[config.mk]
export PLATFORM = sky130hd
export DESIGN_NAME = ifetch_ctrl
export DESIGN_NICKNAME = d
export VERILOG_FILES = /design/src/rtl/ifetch_pkg.sv /design/src/rtl/ifetch_buf.sv /design/src/rtl/ifetch_ctrl.sv
export SDC_FILE = /design/constraint.sdc
export NUM_CORES = 1
export LEC_CHECK = 0
export CAP_MARGIN = 20
export CORE_ASPECT_RATIO = 0.7
export CORE_MARGIN = 1
export CORE_UTILIZATION = 30
export CTS_CLUSTER_DIAMETER = 30
export CTS_CLUSTER_SIZE = 24
export DETAILED_ROUTE_END_ITERATION = 12
export DONT_BUFFER_PORTS = 1
export GPL_ROUTABILITY_DRIVEN = 0
export SLEW_MARGIN = 20
export SYNTH_ARGS = -nofsm -noshare
export SYNTH_HDL_FRONTEND = slang
export SYNTH_SLANG_ARGS = --single-unit
[constraint.sdc]
create_clock -name clk -period 8.9 [get_ports clk]
set_input_delay 2.225 -clock clk [delete_from_list [all_inputs] [get_ports clk]]
set_output_delay 2.225 -clock clk [all_outputs]
set_load 0.005 [all_outputs]
[src/rtl/ifetch_pkg.sv]
`default_nettype none
// ============================================================================
//  Module      : ifetch_pkg
//  Description : Shared types and constants for the instruction-fetch
//                controller (ROM geometry, controller state, queue entry).
//  Revision    : 1.0 - initial release
// ============================================================================
package ifetch_pkg;

    localparam int IMEM_DEPTH = 128;
    localparam int IMEM_AW    = 7;

    // Default PC / instruction widths used by the packed entry type
    localparam int IFETCH_N   = 64;
    localparam int IFETCH_W   = 32;

    typedef enum logic {
        RUN   = 1'b0,
        FAULT = 1'b1
    } ifetch_state_t;

    typedef struct packed {
        logic [IFETCH_N-1:0] pc;
        logic [IFETCH_W-1:0] instr;
    } fetch_entry_t;

endpackage
`default_nettype wire

[src/rtl/ifetch_buf.sv]
`default_nettype none
// ============================================================================
//  Module      : ifetch_buf
//  Description : Two-entry registered FIFO holding fetched {pc, instr} pairs.
//                Flush wins over push and pop. Slot 0 is always the head, so
//                the head outputs come straight from flops and keep their
//                last value once the queue empties.
//  Revision    : 1.0 - initial release
// ============================================================================
module ifetch_buf
    import ifetch_pkg::*;
#(
    parameter int N = 64,
    parameter int W = 32
) (
    input  logic         clk,
    input  logic         reset,
    input  logic         push,
    input  logic         pop,
    input  logic         flush,
    input  logic [N-1:0] push_pc,
    input  logic [W-1:0] push_instr,
    output logic [1:0]   count,
    output logic         head_valid,
    output logic [N-1:0] head_pc,
    output logic [W-1:0] head_instr
);

    logic [1:0]   cnt_q,     cnt_d;
    logic [N-1:0] s0_pc_q,   s0_pc_d;
    logic [W-1:0] s0_ins_q,  s0_ins_d;
    logic [N-1:0] s1_pc_q,   s1_pc_d;
    logic [W-1:0] s1_ins_q,  s1_ins_d;
    logic         w_pop;

    // A pop on an empty queue is meaningless; ignore it
    assign w_pop = pop & (cnt_q != 2'd0);

    // Next-state of occupancy and slots; slot 1 shifts into slot 0 on pop
    always_comb begin
        cnt_d    = cnt_q;
        s0_pc_d  = s0_pc_q;
        s0_ins_d = s0_ins_q;
        s1_pc_d  = s1_pc_q;
        s1_ins_d = s1_ins_q;
        if (flush) begin
            cnt_d = 2'd0;
        end else begin
            case ({push, w_pop})
                2'b10: begin
                    if (cnt_q == 2'd0) begin
                        s0_pc_d  = push_pc;
                        s0_ins_d = push_instr;
                    end else begin
                        s1_pc_d  = push_pc;
                        s1_ins_d = push_instr;
                    end
                    cnt_d = cnt_q + 2'd1;
                end
                2'b01: begin
                    if (cnt_q == 2'd2) begin
                        s0_pc_d  = s1_pc_q;
                        s0_ins_d = s1_ins_q;
                    end
                    cnt_d = cnt_q - 2'd1;
                end
                2'b11: begin
                    if (cnt_q == 2'd2) begin
                        s0_pc_d  = s1_pc_q;
                        s0_ins_d = s1_ins_q;
                        s1_pc_d  = push_pc;
                        s1_ins_d = push_instr;
                    end else begin
                        s0_pc_d  = push_pc;
                        s0_ins_d = push_instr;
                    end
                end
                default: ;
            endcase
        end
    end

    // Queue registers
    always_ff @(posedge clk) begin
        if (reset) begin
            cnt_q    <= 2'd0;
            s0_pc_q  <= '0;
            s0_ins_q <= '0;
            s1_pc_q  <= '0;
            s1_ins_q <= '0;
        end else begin
            cnt_q    <= cnt_d;
            s0_pc_q  <= s0_pc_d;
            s0_ins_q <= s0_ins_d;
            s1_pc_q  <= s1_pc_d;
            s1_ins_q <= s1_ins_d;
        end
    end

    assign count      = cnt_q;
    assign head_valid = (cnt_q != 2'd0);
    assign head_pc    = s0_pc_q;
    assign head_instr = s0_ins_q;

endmodule
`default_nettype wire

[src/rtl/ifetch_ctrl.sv]
`default_nettype none
// ============================================================================
//  Module      : ifetch_ctrl
//  Description : Instruction-fetch controller. Owns the fetch PC, addresses
//                the combinational instruction ROM, queues fetched words in a
//                2-entry buffer and applies branch redirects with a flush.
//                Optional macro IFETCH_BOUND_CHECK_EN enables the FAULT state
//                for fetches outside the ROM or misaligned.
//  Revision    : 1.0 - initial release
// ============================================================================
module ifetch_ctrl
    import ifetch_pkg::*;
#(
    parameter int N = 64,
    parameter int W = 32
) (
    input  logic               clk,
    input  logic               reset,
    output logic [IMEM_AW-1:0] imem_addr,
    input  logic [W-1:0]       imem_q,
    output logic               instr_valid,
    output logic [W-1:0]       instr,
    output logic [N-1:0]       instr_pc,
    input  logic               instr_ready,
    input  logic               redirect,
    input  logic [N-1:0]       redirect_pc,
    output logic               fetch_fault
);

    logic [N-1:0] fetch_pc_q, fetch_pc_d;
    logic [1:0]   w_count;
    logic         w_pop;
    logic         w_room;
    logic         w_push;

    assign w_pop     = instr_valid & instr_ready;
    // A full queue can still accept a word when the head leaves this cycle
    assign w_room    = (w_count != 2'd2) | w_pop;
    assign imem_addr = fetch_pc_q[IMEM_AW+1:2];

`ifdef IFETCH_BOUND_CHECK_EN
    ifetch_state_t state_q, state_d;
    logic          w_fetch_try;
    logic          w_illegal;

    assign w_illegal   = (|fetch_pc_q[N-1:IMEM_AW+2]) | (|fetch_pc_q[1:0]);
    assign w_fetch_try = (state_q == RUN) & ~redirect & w_room;
    assign w_push      = w_fetch_try & ~w_illegal;
    assign fetch_fault = (state_q == FAULT);

    // Enter FAULT on an illegal fetch attempt; only a redirect leaves it
    always_comb begin
        state_d = state_q;
        if (redirect) begin
            state_d = RUN;
        end else if (w_fetch_try & w_illegal) begin
            state_d = FAULT;
        end
    end

    // State register
    always_ff @(posedge clk) begin
        if (reset) begin
            state_q <= RUN;
        end else begin
            state_q <= state_d;
        end
    end
`else
    // Out-of-range and misaligned PCs simply alias into the ROM
    logic w_unused_pc;

    assign w_unused_pc = ^{fetch_pc_q[N-1:IMEM_AW+2], fetch_pc_q[1:0]};
    assign w_push      = ~redirect & w_room;
    assign fetch_fault = 1'b0;
`endif

    // Redirect overrides sequential advance; PC wraps modulo 2^N
    always_comb begin
        fetch_pc_d = fetch_pc_q;
        if (redirect) begin
            fetch_pc_d = redirect_pc;
        end else if (w_push) begin
            fetch_pc_d = fetch_pc_q + N'(4);
        end
    end

    // Fetch PC register
    always_ff @(posedge clk) begin
        if (reset) begin
            fetch_pc_q <= '0;
        end else begin
            fetch_pc_q <= fetch_pc_d;
        end
    end

    ifetch_buf #(
        .N (N),
        .W (W)
    ) u_buf (
        .clk        (clk),
        .reset      (reset),
        .push       (w_push),
        .pop        (w_pop),
        .flush      (redirect),
        .push_pc    (fetch_pc_q),
        .push_instr (imem_q),
        .count      (w_count),
        .head_valid (instr_valid),
        .head_pc    (instr_pc),
        .head_instr (instr)
    );

endmodule
`default_nettype wire

==> results.cfg, run 1 <==
[run_status]
status = completed

[clock_tree]
post-cts-setup-buffers = 0
cts_buffer_depth = 3
htree_num_levels = 2
insertion_delay_ns = 0.55
cts.sinks = 258
cts_resized = 0
clk_pin_slew_ns = 0.05
clockRootBuffer = clkbuf_16
cts_buffers = 48
postCtsHoldBufs = 0
cts_tree = yes

[critical_path]
slowest_delay_ns = 0.61
start_kind = primary input
required_ns = 9.37
criticalPathCategory = primary input to flip-flop
rr_worst_depth = 9
arrival_ns = 5.35
worstPathCellList = or3b_2 -> nand2_1 -> inv_1 -> ha_1 -> a21oi_1 -> o211a_4 -> buf_4 -> nand2_1 -> a21oi_1
critPathMaxFanout = 51
cp-end-kind = flip-flop
cp_slowest_cell = o211a_4
r2r_slack_ns = 5.24

[finish]
nFillCells = 3856
num-nets-final = 1447
drive_gt1_share_pct = 7.97
syn_to_final_growth_pct = 16.2

[sta]
slew_headroom_pct = 31.0
fmax_mhz = 205
clock_skew_ns = 0.0154
slew_viol_final = 0
tightestPinTransition_ns = 1.03
timing.setup.tns_ns = 0
hold_viol_final = 0
fin_ws_ns = 4.02
rsz0062_at_grt = false
setup_violations = 0
fin_crit_sh_pct = 54.9
period_minus_slack_ns = 4.88

[yosys]
yosysUniqueCellTypes = 56
syn_area_sq_um = 11500
syn_nets = 1529
synthTopCellsByArea = dfxtp_1, a211oi_1, nand2_1
synth_edf_count = 0
async_flop_share_pct = 0
synth-main-ff-cell = dfxtp_1
ys_ff_latch = 258
ys_seq_area_share_pct = 45.0
synth_warnings = 0
avgSynthCellArea_sq_um = 8.06
synth.top_cell.area_share_pct = 45.0
post-synth-top-area-cell = dfxtp_1
synth_commonest_cells = dfxtp_1, nand2_1, nor2_1
synthCells = 1424
yosysMostFrequentCell = dfxtp_1

[power_and_ir_drop]
p_per_area_nw_per_um2 = 253
p_leak_nw = 4.30
vdd_ir_drop_max_mv = 0.137

[die]
dieArea_sq_um = 39100
coreArea_sq_um = 37400
start_util_pct = 30.7
die_y_microns = 166
rows = 59
io_pins = 205
die_w_microns = 236

[drt]
drtIter0Drc = 670
drc = 0
dr.pass1.iters = 5
num_vias = 10100
postRouteAntennaNets = 0
wirelength_microns = 35000
viasPerCell = 5.41
wl_per_cell_microns = 18.7

[job]
drv_cap = 0

[grt]
track_usage_pct = 17.8
antenna_found_initial = 1
grt_pass1_wl_microns = 56100
grt-ovfl-total = 0
use_met2_pct = 25.7
top_usage_layer = met2
use_met3_pct = 5.53
grt_util_met1_pct = 24.9
grt_max_degree = 265
grt_pass1_vias = 9516

[placed_design]
port_buffers = 0
dp_hpwl_microns = 22600
pre_cts_ws_ns = 3.48

[worst_hold_path]
hp-class = flip-flop to flip-flop
hold_depth = 2
## cells by family after synthesis
family          count (synthesis)  synth area share [%]
xor+xnor                       38                  2.90
other cells                     1                0.0327
compound gates                381                  22.6
buf+inv                       162                  5.69
fa+ha+maj                       5                 0.545
flops                         258                  45.0
mux                             5                 0.436
simple gates                  574                  22.8
## per-layer routing
layer  wire (microns)  part of all wire, %  vias up
met5                0                    0        -
met4              855                  2.4        0
met3             2940                  8.4       67
met2            15100                   43      326
met1            16100                   46     4770
li1                 -                    -     4956
## cell type report
cell class	count	area (sq um)	share of cell area [%]
inverters	20	75.1	0.563
flip-flops and latches	258	5160	38.7
clock inverters	31	363	2.72
well taps	488	611	4.58
repair buffers	10	87.6	0.656
diodes	1	2.50	0.0188
multi-input cells	1004	5700	42.7
clock buffers	58	1340	10.1
## through the flow
| step | util [%] | total power, W | area [sq um] | std cells | hold slack, ns |
|---|---|---|---|---|---|
| after floorplan | - | 0.00147 | 11500 | 1424 | 0.436 |
| after global placement | 31.1 | 0.00151 | 11600 | 1780 | 0.436 |
| after detailed placement | 31.1 | 0.00151 | 11600 | 1780 | 0.441 |
| after CTS | 35.6 | 0.00342 | 13300 | 1869 | 0.448 |
| after global routing | 35.7 | 0.00351 | 13300 | 1870 | 0.461 |
| final | 35.7 | 0.00338 | 13300 | 1870 | 0.452 |
## worst max-delay path: cells and delay by family
kind	cells	cell delay (ns)
adders and majority gates	1	0.25
and+or+nand+nor	3	0.91
AOI/OAI and AO/OA	3	1.15
buffers and inverters	2	0.67
## placed cells by master (no fill, tap or decap), drive strengths merged, types with 3 or more instances in the layout
cell | Yosys | routed
o21ai | 9 | 9
nand2 | 245 | 245
o31ai | 3 | 3
nor3 | 22 | 22
dfxtp | 258 | 258
bufinv | 0 | 5
a21oi | 114 | 114
nor2 | 161 | 161
ha | 5 | 5
and4 | 15 | 15
or3 | 9 | 9
clkinvlp | 0 | 6
xor2 | 6 | 6
a22oi | 96 | 96
clkinv | 1 | 10
inv | 19 | 30
nor4 | 22 | 22
o41a | 3 | 3
clkbuf | 111 | 58
a311oi | 5 | 5
nand4 | 29 | 29
o31a | 3 | 3
a2111oi | 10 | 10
o21a | 4 | 4
buf | 31 | 10
nand3 | 24 | 24
a211oi | 125 | 125
mux2i | 5 | 5
nor2b | 4 | 4
or4 | 14 | 14
and2 | 11 | 11
and3 | 6 | 6
nor3b | 3 | 3
xnor2 | 32 | 32
## flip-flops by register name, summed over array words and instances, names as in the netlist
signal	flops
u_buf.head_instr	32
u_buf.s1_pc_q	64
fetch_pc_q	64
u_buf.head_pc	64
u_buf.s1_ins_q	32
u_buf.count	2
## final timing paths
kind	start	end
setup / recovery	instr_ready	u_buf.s1_pc_q[18]
hold / removal	u_buf.s1_pc_q[26]	u_buf.s1_pc_q[26]
setup reg to reg	u_buf.count[1]	u_buf.s1_pc_q[18]
hold reg to reg	u_buf.s1_pc_q[26]	u_buf.s1_pc_q[26]
## power by group
part | switching (W) | internal, W | leakage [nW]
Combinational | 0.000109 | 0.0000801 | 1.37
Sequential | 0.0000770 | 0.00122 | 2.11
Clock | 0.000659 | 0.00123 | 0.822
No activity file was read; power rests on OpenSTA's default activity.
==> run 2: changes to the inputs <==
==> constraint.sdc (replaced) <==
create_clock -name clk -period 4.2 [get_ports clk]
set_input_delay 1.05 -clock clk [delete_from_list [all_inputs] [get_ports clk]]
set_output_delay 1.05 -clock clk [all_outputs]
set_load 0.005 [all_outputs]
==> run 2 against run 1 <==
  * Die area is the same
  * Register-to-register slack lost 4.2 ns
  * Critical path type is now flip-flop to flip-flop
  * Critical endpoint is now fetch_pc_q[52]
  * Final area shrank 0.64%
  * Largest power group unchanged
  * Combinational power up 120%
  * Largest cell class unchanged
  * Worst hold slack worse by 0.0037 ns
  * Sequential share of layout area is 0.25 points higher
==> results.cfg, run 2 (synthesis results as in run 1) <==
[run_status]
status = completed

[clock_tree]
cts_buffer_depth = 3
cts_buffers = 41
htree_num_levels = 2
cts_resized = 0
postCtsHoldBufs = 0
cts.sinks = 258
insertion_delay_ns = 0.53
cts_tree = yes
clk_pin_slew_ns = 0.05
post-cts-setup-buffers = 0
clockRootBuffer = clkbuf_16

[sta]
fmax_mhz = 318
rsz0062_at_grt = false
tightestPinTransition_ns = 1.11
whs_ns = 0.448
fin_crit_sh_pct = 74.9
hold_viol_final = 0
setup_violations = 0
fin_ws_ns = 1.05
slew_viol_final = 0
clock_skew_ns = 0.0167
timing.setup.tns_ns = 0
slew_headroom_pct = 25.4
period_minus_slack_ns = 3.15

[power_and_ir_drop]
p_seq_share_pct = 40.2
power_switching_w = 0.00167
p_per_area_nw_per_um2 = 517
vdd_ir_drop_max_mv = 0.389
p_leak_nw = 4.25
internal_power_w = 0.00519
p_clk_share_pct = 53.8
swShare_pct = 24.3
combPwrFrac_pct = 6.0

[drt]
drc = 0
wl_per_cell_microns = 19.2
postRouteAntennaNets = 0
wirelength_microns = 35700
drtIter0Drc = 776
num_vias = 10100
viasPerCell = 5.43
dr.pass1.iters = 7

[grt]
track_usage_pct = 17.9
grt_pass1_wl_microns = 55800
grt_pass1_vias = 9484
antenna_found_initial = 0
grt-ovfl-total = 0
grt_max_degree = 265

[die]
coreArea_sq_um = 37400
die_w_microns = 236
rows = 59
start_util_pct = 30.7
dieArea_sq_um = 39100
io_pins = 205
die_y_microns = 166

[critical_path]
cp-end-kind = flip-flop
cp_slowest_cell = or4b_4
path_delay_family = simple AND/OR/NAND/NOR gates
worstPathCellList = ha_1 -> inv_1 -> or4b_4 -> or4_4 -> o41a_1 -> a2111oi_1
critPathMaxFanout = 18
arrival_ns = 3.55
cp.buffers_inverters = 1
start_kind = flip-flop
required_ns = 4.60
criticalPathCategory = flip-flop to flip-flop
slowest_delay_ns = 0.59

[placed_design]
dp_hpwl_microns = 23400
port_buffers = 0
pre_cts_ws_ns = 0.681
placed_area_sq_um = 11700

[finish]
syn_to_final_growth_pct = 15.4
stdcell_area_sq_um = 13300
nFillCells = 3810
mostFrequentLayoutCells = dfxtp_1, nand2_1, nor2_1
antenna_cells = 0
num-nets-final = 1444
drive_gt1_share_pct = 7.36
layout_commonest_cell = dfxtp_1

[job]
drv_cap = 0

[worst_hold_path]
hp-class = flip-flop to flip-flop
run 2: cell count changes in the layout (fill, tap and decap cells not counted), sizes merged:
cell      delta
inv          -3
clkinvlp     -2
clkbuf       -7
buf          +4
bufinv       +2
diode        -1
clkinv       -3
run 2: layer usage:
layer	vias to the layer above	global-route usage [%]	routed length (microns)
li1	4940	-	-
met1	4745	24.6	16200
met2	362	26.3	15300
met3	60	6.07	3350
met4	0	5.17	872
met5	-	0	0
run 2: cell type report:
class | count | area, sq um | area share, %
Sequential cell | 258 | 5160 | 39.0
Tap cell | 488 | 611 | 4.61
Clock inverter | 25 | 355 | 2.68
Clock buffer | 51 | 1170 | 8.80
Multi-Input combinational cell | 1004 | 5700 | 43.0
Timing Repair Buffer | 14 | 188 | 1.42
Inverter | 20 | 75.1 | 0.566
run 2: worst register-to-register path: stages, from the launching register on:
cell and delay, ns:
dfxtp_1 0.56, ha_1 0.41, inv_1 0.12, or4b_4 0.59, or4_4 0.59, o41a_1 0.43
a2111oi_1 0.34
run 2: power groups by stage:
stage | Sequential, W | Combinational (W) | Clock, W
finish | 0.00275 | 0.000410 | 0.00369
global route | 0.00277 | 0.000467 | 0.00388
CTS | 0.00276 | 0.000414 | 0.00376
detailed placement | 0.00281 | 0.000413 | 0
global placement | 0.00281 | 0.000402 | 0
floorplan | 0.00272 | 0.000395 | 0
run 2: worst paths after layout:
| path | endpoint | depth (start not counted) | slack [ns] | startpoint |
|---|---|---|---|---|
| max | fetch_pc_q[52] | 6 | 1.05 | fetch_pc_q[2] |
| min | u_buf.s1_pc_q[50] | 2 | 0.45 | u_buf.s1_pc_q[50] |
| max reg2reg | fetch_pc_q[52] | 6 | 1.05 | fetch_pc_q[2] |
| min reg2reg | u_buf.s1_pc_q[50] | 2 | 0.45 | u_buf.s1_pc_q[50] |
run 2: through the flow:
| step | util, % | power (W) | cells |
|---|---|---|---|
| after global placement | 31.3 | 0.00321 | 1783 |
| final | 35.4 | 0.00686 | 1860 |
| after floorplan | - | 0.00312 | 1424 |
| after global routing | 35.4 | 0.00712 | 1860 |
| after detailed placement | 31.4 | 0.00322 | 1784 |
| after CTS | 35.4 | 0.00693 | 1860 |
